## src/rtl/cpu_types_pkg.sv

```systemverilog
`default_nettype none
// ============================================================================
// Module      : cpu_types_pkg
// Description : Shared CPU-level types. Provides the machine word type and
//               the RAM status encoding reported by the memory model.
// Revision    : 1.0 - initial release
// ============================================================================
package cpu_types_pkg;

  typedef logic [31:0] word_t;

  // RAM status as seen on the ramstate input.
  typedef enum logic [1:0] {
    FREE   = 2'd0,
    BUSY   = 2'd1,
    ACCESS = 2'd2,
    ERROR  = 2'd3
  } ramstate_t;

endpackage : cpu_types_pkg
`default_nettype wire

```

## src/rtl/diaosi_types_pkg.sv

```systemverilog
`default_nettype none
// ============================================================================
// Module      : diaosi_types_pkg
// Description : Types and constants for the memory arbiter: the arbiter FSM
//               state encoding and the word returned on an aborted access.
// Revision    : 1.0 - initial release
// ============================================================================
package diaosi_types_pkg;

  import cpu_types_pkg::*;

  typedef enum logic [1:0] {
    IDLE = 2'd0,
    IRD  = 2'd1,
    DRD  = 2'd2,
    DWR  = 2'd3
  } arb_state_t;

  // Returned to the owner when its transaction is aborted.
  localparam word_t BAD_WORD = 32'hBAD1BAD1;

endpackage : diaosi_types_pkg
`default_nettype wire

```

## src/rtl/sat_counter.sv

```systemverilog
`default_nettype none
// ============================================================================
// Module      : sat_counter
// Description : Up-counter that saturates at MAX. clear has priority over inc.
//   clk    in  : clock
//   rst    in  : synchronous active-high reset (count -> 0)
//   clear  in  : synchronous clear (count -> 0)
//   inc    in  : increment by one unless already at MAX
//   count  out : current value
//   at_max out : count == MAX
// Revision    : 1.0 - initial release
// ============================================================================
module sat_counter #(
  parameter int WIDTH = 8,
  parameter int MAX   = 255
) (
  input  logic             clk,
  input  logic             rst,
  input  logic             clear,
  input  logic             inc,
  output logic [WIDTH-1:0] count,
  output logic             at_max
);

  localparam logic [WIDTH-1:0] C_MAX = WIDTH'(MAX);

  assign at_max = (count == C_MAX);

  always_ff @(posedge clk) begin
    if (rst || clear) begin
      count <= '0;
    end else if (inc && !at_max) begin
      count <= count + 1'b1;
    end
  end

endmodule : sat_counter
`default_nettype wire

```

## src/rtl/mem_arbiter.sv

```systemverilog
`default_nettype none
// ============================================================================
// Module      : mem_arbiter
// Description : Serialises icache reads and dcache reads/writes onto a single
//               RAM port. Data side has priority; after STARVE_MAX consecutive
//               dcache grants with the icache waiting, the icache is forced
//               through. A busy watchdog aborts a transaction the RAM never
//               answers.
//   CLK, RST             : clock, synchronous active-high reset
//   iREN, iaddr          : icache read request
//   dREN, dWEN, daddr,
//   dstore               : dcache read / write request
//   iwait/iload,
//   dwait/dload          : per-cache completion (wait low one cycle) + data
//   ramREN, ramWEN,
//   ramaddr, ramstore    : RAM command outputs
//   ramload, ramstate    : RAM response inputs
//   arb_err              : one-cycle pulse when a transaction is aborted
// Revision    : 1.0 - initial release
// ============================================================================
module mem_arbiter
  import cpu_types_pkg::*;
  import diaosi_types_pkg::*;
#(
  parameter int TIMEOUT    = 255,
  parameter int STARVE_MAX = 4
) (
  input  logic        CLK,
  input  logic        RST,
  input  logic        iREN,
  input  logic [31:0] iaddr,
  input  logic        dREN,
  input  logic        dWEN,
  input  logic [31:0] daddr,
  input  logic [31:0] dstore,
  output logic        iwait,
  output logic        dwait,
  output logic [31:0] iload,
  output logic [31:0] dload,
  output logic        ramREN,
  output logic        ramWEN,
  output logic [31:0] ramaddr,
  output logic [31:0] ramstore,
  input  logic [31:0] ramload,
  input  logic [1:0]  ramstate,
  output logic        arb_err
);

  arb_state_t state, next_state;
  word_t      addr_q, data_q;
  word_t      addr_d, data_d;

  ramstate_t  rs;
  logic       busy;
  logic       access;
  logic       abort;
  logic       finish;
  logic       grant;
  logic       grant_i;

  logic [7:0] starve_cnt;
  logic       starve_full;
  logic [7:0] busy_cnt;
  logic       busy_timeout;

  assign rs     = ramstate_t'(ramstate);
  assign busy   = (state != IDLE);
  assign access = busy && (rs == ACCESS);
  // ACCESS wins over a coincident timeout: the data is good, keep it.
  assign abort  = busy && !access && ((rs == ERROR) || busy_timeout);
  assign finish = access || abort;

  assign grant   = (state == IDLE) && (next_state != IDLE);
  assign grant_i = grant && (next_state == IRD);

  // Next-state and grant selection.
  always_comb begin
    next_state = state;
    addr_d     = addr_q;
    data_d     = data_q;
    case (state)
      IDLE: begin
        if (starve_full && iREN) begin
          next_state = IRD;
          addr_d     = iaddr;
          data_d     = '0;
        end else if (dWEN) begin
          // dREN alongside dWEN is ignored: the grant is a write.
          next_state = DWR;
          addr_d     = daddr;
          data_d     = dstore;
        end else if (dREN) begin
          next_state = DRD;
          addr_d     = daddr;
          data_d     = '0;
        end else if (iREN) begin
          next_state = IRD;
          addr_d     = iaddr;
          data_d     = '0;
        end
      end
      IRD, DRD, DWR: begin
        if (finish) begin
          next_state = IDLE;
        end
      end
      default: next_state = IDLE;
    endcase
  end

  // RAM-side and cache-side outputs. A requester that has dropped its
  // request sees wait=1 and load=0 even if its transaction completes.
  always_comb begin
    ramREN   = (state == IRD) || (state == DRD);
    ramWEN   = (state == DWR);
    ramaddr  = busy ? addr_q : '0;
    ramstore = (state == DWR) ? data_q : '0;
    arb_err  = abort;

    iwait = !(finish && (state == IRD) && iREN);
    dwait = !(finish && ((state == DRD) || (state == DWR)) && (dREN || dWEN));

    iload = '0;
    if (!iwait) begin
      iload = abort ? BAD_WORD : ramload;
    end

    dload = '0;
    if (!dwait) begin
      if (abort) begin
        dload = BAD_WORD;
      end else if (state == DRD) begin
        dload = ramload;
      end
    end
  end

  always_ff @(posedge CLK) begin
    if (RST) begin
      state  <= IDLE;
      addr_q <= '0;
      data_q <= '0;
    end else begin
      state <= next_state;
      if (grant) begin
        addr_q <= addr_d;
        data_q <= data_d;
      end
    end
  end

  // Consecutive dcache grants while the icache waits.
  sat_counter #(
    .WIDTH (8),
    .MAX   (STARVE_MAX)
  ) u_starve_cnt (
    .clk    (CLK),
    .rst    (RST),
    .clear  (grant_i || (grant && !iREN)),
    .inc    (grant && !grant_i && iREN),
    .count  (starve_cnt),
    .at_max (starve_full)
  );

  // Busy cycles without ACCESS; held at zero while idle so it starts from
  // zero on every entry to a busy state.
  sat_counter #(
    .WIDTH (8),
    .MAX   (TIMEOUT)
  ) u_busy_cnt (
    .clk    (CLK),
    .rst    (RST),
    .clear  (!busy),
    .inc    (busy && !access),
    .count  (busy_cnt),
    .at_max (busy_timeout)
  );

endmodule : mem_arbiter
`default_nettype wire

```

## config.mk

```make
export PLATFORM = sky130hd
export DESIGN_NAME = mem_arbiter
export DESIGN_NICKNAME = d
export VERILOG_FILES = /design/src/rtl/cpu_types_pkg.sv /design/src/rtl/diaosi_types_pkg.sv /design/src/rtl/sat_counter.sv /design/src/rtl/mem_arbiter.sv
export SDC_FILE = /design/constraint.sdc
export NUM_CORES = 1
export LEC_CHECK = 0
export BUFFER_PORTS_ARGS = -buffer_cell sky130_fd_sc_hd__buf_2
export CORE_MARGIN = 5
export CORE_UTILIZATION = 40
export CTS_BUF_LIST = sky130_fd_sc_hd__clkbuf_16
export DETAILED_ROUTE_END_ITERATION = 7
export GPL_TIMING_DRIVEN = 0
export PLACE_DENSITY_LB_ADDON = 0.1
export REMOVE_ABC_BUFFERS = 1
export SLEW_MARGIN = 20
export SYNTH_ARGS = -nofsm -noshare
export SYNTH_HDL_FRONTEND = slang
export SYNTH_HIERARCHICAL = 1
export SYNTH_SLANG_ARGS = --single-unit
```

## constraint.sdc

```tcl
create_clock -name CLK -period 4 [get_ports CLK]
set_input_delay 0.8 -clock CLK [delete_from_list [all_inputs] [get_ports CLK]]
set_output_delay 0.8 -clock CLK [all_outputs]
set_load 0.1 [all_outputs]
```

# == Word-level counts from Yosys, hierarchy flattened ==
# Cells that the tools add are included.
# classes
n_reduce_logical,37
mux,21
n_eq_ne,8
n_addsub,2
# op_table
op,n
32-bit 2-to-1 mux,15
"8-bit by 1-bit adder with 8-bit output, second input constant",2
1-bit logical AND,15
2-bit 2-to-1 mux,5
"2-bit equality test, second input constant",4
"8-bit by 3-bit equality test with 1-bit output, second input constant",1
"8-bit equality test, second input constant",1
1-bit logical NOT,8
1-bit logical OR,8
"2-bit by 1-bit equality test with 1-bit output, second input constant",2
2-bit case mux with 2 select lines,1
2-bit nonzero test,2
4-bit nonzero test,1
3-bit AND reduction,1
3-bit OR reduction,1
2-bit logical NOT,1
# word_totals
inputBits,135
register_bits,82
wordCells,73
output_inout_bits,133

# == Depth between registers and ports, before layout ==
# depth
ltp_word,15
depth_mapped,10
ltp_nobuf,9

# == Modules after synthesis ==
# Netlist, hierarchy kept.
# modules_own_cells
module,instances,cells_each,seq_area_each_um2,area_each_um2
mem_arbiter,1,497,1321.3,3902.5
sat_counter at u_busy_cnt,1,49,160.2,425.4
sat_counter at u_starve_cnt,1,48,160.2,410.4

# == Least setup slack after synthesis ==
# Ideal clock, no wire load.
# synth_path
kind,register -> output
start,reg state[0]
end,out dload[13]
required_ns,3.200
arrival_time_ns,3.407
stages_incl_launch_ff,7
path_slack_ns,-0.207
n_path_buf,2
path_cell_list,dfxtp_1 -> ha_1 -> nor2_1 -> or3_1 -> buf_6 -> buf_6 -> a21oi_1
# synth_via
word_cells_on_any_way,14
classes_between,eq/ne: 2; mux: 3; reduce/logical: 9
# synth_lines
element,line,text
"start, declared",mem_arbiter.sv:49,"arb_state_t state, next_state;"
"start signal, assigned",mem_arbiter.sv:144,state <= next_state;
2-bit equality test,-,
net ramWEN,mem_arbiter.sv:41,"output logic ramWEN,"
1-bit logical OR,mem_arbiter.sv:121,dwait = !(finish && ((state == DRD) || (state == DWR)) && (dREN || dWEN));
1-bit logical AND (2 in series),mem_arbiter.sv:121,
32-bit 2-to-1 mux,mem_arbiter.sv:129,if (!dwait) begin
"end, declared",mem_arbiter.sv:39,"output logic [31:0] dload,"
# The timed path passes the listed nets, and every way through them passes these cells.

# == Worst setup path in the final report ==
# layout_path
start,reg u_busy_cnt.count[5]
end,out dload[7]
# layout_via
elab_chain_cells,7
word_cells_on_any_way,8
classes_between,eq/ne: 1; mux: 2; reduce/logical: 5
# layout_lines
element,line,text
"start, declared",sat_counter.sv:21,"output logic [WIDTH-1:0] count,"
"start signal, assigned",sat_counter.sv:33,count <= count + 1'b1;
8-bit equality test *,sat_counter.sv:27,assign at_max = (count == C_MAX);
net busy_timeout,mem_arbiter.sv:64,logic busy_timeout;
1-bit logical OR *,mem_arbiter.sv:70,assign abort = busy && !access && ((rs == ERROR) || busy_timeout);
1-bit logical AND *,mem_arbiter.sv:70,
1-bit logical OR,mem_arbiter.sv:71,assign finish = access || abort;
1-bit logical AND (2 in series),mem_arbiter.sv:121,
32-bit 2-to-1 mux *,mem_arbiter.sv:129,
# Mark *: on every way through the listed nets, which the timed path passes. The rest lies on a longest branch.

==> results.py <==
metrics = {
    "grt": {
        "grt_antenna_before_repair": 1,
        "grt_pass1_vias": 4857,
        "grt_max_degree": 76,
        "overflow": 0,
        "grt_pass1_wl_um": 24000,
        "grtUsageTotal": 0.204,
    },
    "worst_hold_path": {
        "min_from": "addr_q[26]",
        "hold_end": "addr_q[26]",
        "hold_path_depth": 2,
        "min_path_type": "reg2reg",
    },
    "worst_setup_path": {
        "worst_ep_required_time_ps": 3200,
        "reg2reg_depth": 9,
        "ff2ff_setup_slack_ps": 1480,
        "crit_fanout": 18,
        "cpMaxStageDelayCell": "or3_1",
        "max_stage_delay_ps": 630,
        "reg2reg_to": "u_starve_cnt/count[7]",
        "crit_arrival_ps": 3060,
        "critical_path_class": "reg2out",
        "endpoint_kind": "primary output",
        "worstReg2RegStart": "u_starve_cnt/count[0]",
        "worstPathCellList": "and3_1, inv_1, nor3_1, mux2i_1, or3_1, a21oi_1, buf_2",
        "worstSetupStartpointType": "register",
        "cp-startpoint": "u_busy_cnt/count[5]",
    },
    "pwr": {
        "p_clk_frac": 0.324,
        "p_comb_frac": 0.349,
        "p_int_uw": 1760,
        "peakVddDrop_mv": 0.201,
        "finalPower_uw": 2850,
        "switchingPower_uw": 1090,
        "power.share.sequential": 0.327,
        "swShare": 0.381,
        "p_leak_uw": 0.00323,
        "powerDensity_nw_per_um2": 436,
    },
    "sta": {
        "setup_viol": 0,
        "drv_slew": 0,
        "max_freq_mhz": 259,
        "hold_violations": 0,
        "slew-limit-headroom": 0.452,
        "fin_skew_ps": 7.05,
        "tns_ps": 0,
        "period_minus_slack_ps": 3860,
        "finalCritPeriodShare": 0.964,
        "tightest_slew_ps": 822,
        "rsz0062_at_grt": "false",
    },
    "clock_tree": {
        "cts.sinks": 82,
        "cts.clk_slew.worst_paths_ps": 60,
        "clk_latency_ps": 330,
        "cts_tree": "built",
        "cts_setup_buffers": 0,
        "cts_root_buffer": "clkbuf_16",
        "postCtsHoldBufs": 0,
        "cts_buffer_depth": 2,
        "cts_buffers": 9,
        "htreeDepth": 3,
    },
    "die": {
        "num_rows": 39,
        "ios": 268,
        "fp.dieArea_sq_um": 14100,
        "core_sq_um": 11500,
        "die_y_um": 119,
        "initial_core_util": 0.411,
        "die_w_um": 119,
    },
    "detailed_routing": {
        "drt_iter0_drc": 217,
        "vias_per_cell": 5.20,
        "routed_wl_um": 15300,
        "first_pass_iters": 6,
        "antenna_left": 0,
        "remaining_drc_errors": 0,
        "routed-via-count": 5071,
        "detail_route.wl_per_cell_um": 15.7,
    },
    "logic_synthesis": {
        "ys_types": 47,
        "yosys_register_bits": 82,
        "synth_area_leader_cell": "dfxtp_1",
        "synthCells": 594,
        "synthFlopType": "dfxtp_1",
        "ys_seq_area_frac": 0.346,
        "yosys_warnings": 6,
        "async_reset_ff_frac": 0,
        "synth_area_sq_um": 4740,
        "synth_top_area_frac": 0.346,
        "synth-edff-count": 0,
        "ys_top_cells_by_area": "dfxtp_1, nand2_1, a311oi_1",
        "syn_area_per_cell_sq_um": 7.98,
    },
    "final_layout": {
        "area_growth_pct": 38.1,
        "fillers": 1117,
        "drive_gt1_frac": 0.406,
        "regArea_sq_um": 1640,
        "fin_util": 0.568,
        "multi_input_area_sq_um": 2830,
        "nets": 967,
        "mostFrequentLayoutCell": "buf_2",
        "layout_common_cells": "buf_2, nand2_1, dfxtp_1",
    },
    "flow_run": {
        "drv_cap": 0,
    },
    "outcome": {
        "status": "finished clean",
    },
    "place": {
        "hpwl_um": 11400,
        "port_buffers": 267,
        "gp_congestion": 0.859,
    },
}
==> stage by stage <==
step,area (sq um),hold WS (ps),worst slack (ps),std cells
6_report,6540,492,144,975
5_1_grt,6540,507,3.50,973
4_1_cts,6520,494,39.5,973
3_5_place_dp,6190,486,402,957
3_3_place_gp,5970,469,-1780,949
2_1_floorplan,4460,452,-467,539
==> critical path, delay by kind of cell, from the launching register on <==
family | cells | cell delay [ps]
AOI/OAI and AO/OA | 1 | 350
buffers and inverters | 2 | 570
DFF | 1 | 380
muxes | 1 | 140
and+or+nand+nor | 3 | 1270
==> worst max-delay path by stage <==
stage	to	depth (start not counted)
finish	dload[7]	7
global route	dload[11]	7
CTS	dload[7]	5
detailed placement	dload[7]	5
global placement	addr_q[12]	4
floorplan	dload[0]	4
==> power by group through the flow <==
stage | Sequential, uW | Clock (uW) | Combinational (uW)
after global placement | 946 | 0 | 947
after detailed placement | 949 | 0 | 997
final | 931 | 924 | 996
after CTS | 932 | 947 | 999
after global routing | 942 | 974 | 1060
after floorplan | 940 | 0 | 735
==> registers in the layout, summed over array words and instances (netlist names) <==
register            flops
addr_q                 32
data_q                 32
state                   2
u_busy_cnt/count        8
u_starve_cnt/count      8
==> what timing repair did <==
action / CTS / global route
endpoints found under the setup margin: 0 / 19
hold endpoints to repair: 0 / 0
resized for setup: 0 / 2
==> layer usage <==
layer  wire, um  global-route usage  vias up
li1           -                   -     2557
met1       5950               0.227     2320
met2       7890               0.374      180
met3       1290              0.0640       12
met4        187              0.0587        2
met5         11                   0        -
==> synthesized netlist by cell type (all sizes together), types with 3 or more instances <==
cell type  instances
a31o              33
buf               35
nand2             99
or3                7
nor3b             35
clkbuf            20
mux2i              6
and3              30
or2                3
dfxtp             82
o21a              18
o21ai              5
a311oi            34
nand4              5
nand3              3
nor2              40
a21oi             27
nor3               3
and2              35
nor2b             33
ha                 7
a2111oi            4
inv               12
==> cell families after synthesis <==
kind of cell               synth area share
xor gates and xnor gates            0.00185
DFF                                   0.346
and+or+nand+nor                       0.331
AOI/OAI and AO/OA                     0.220
muxes                                0.0127
adders and majority gates            0.0185
buffers and inverters                0.0692
==> layout make-up <==
type                       count  area share
multi-input combinational    445       0.432
sequential                    82       0.251
timing repair buffer         275       0.231
clock buffer                   9      0.0344
tap                          143      0.0273
clock inverter                 7      0.0168
inverter                      12     0.00688
antenna                        2    0.000765
Power figures use the tool's default switching activity.
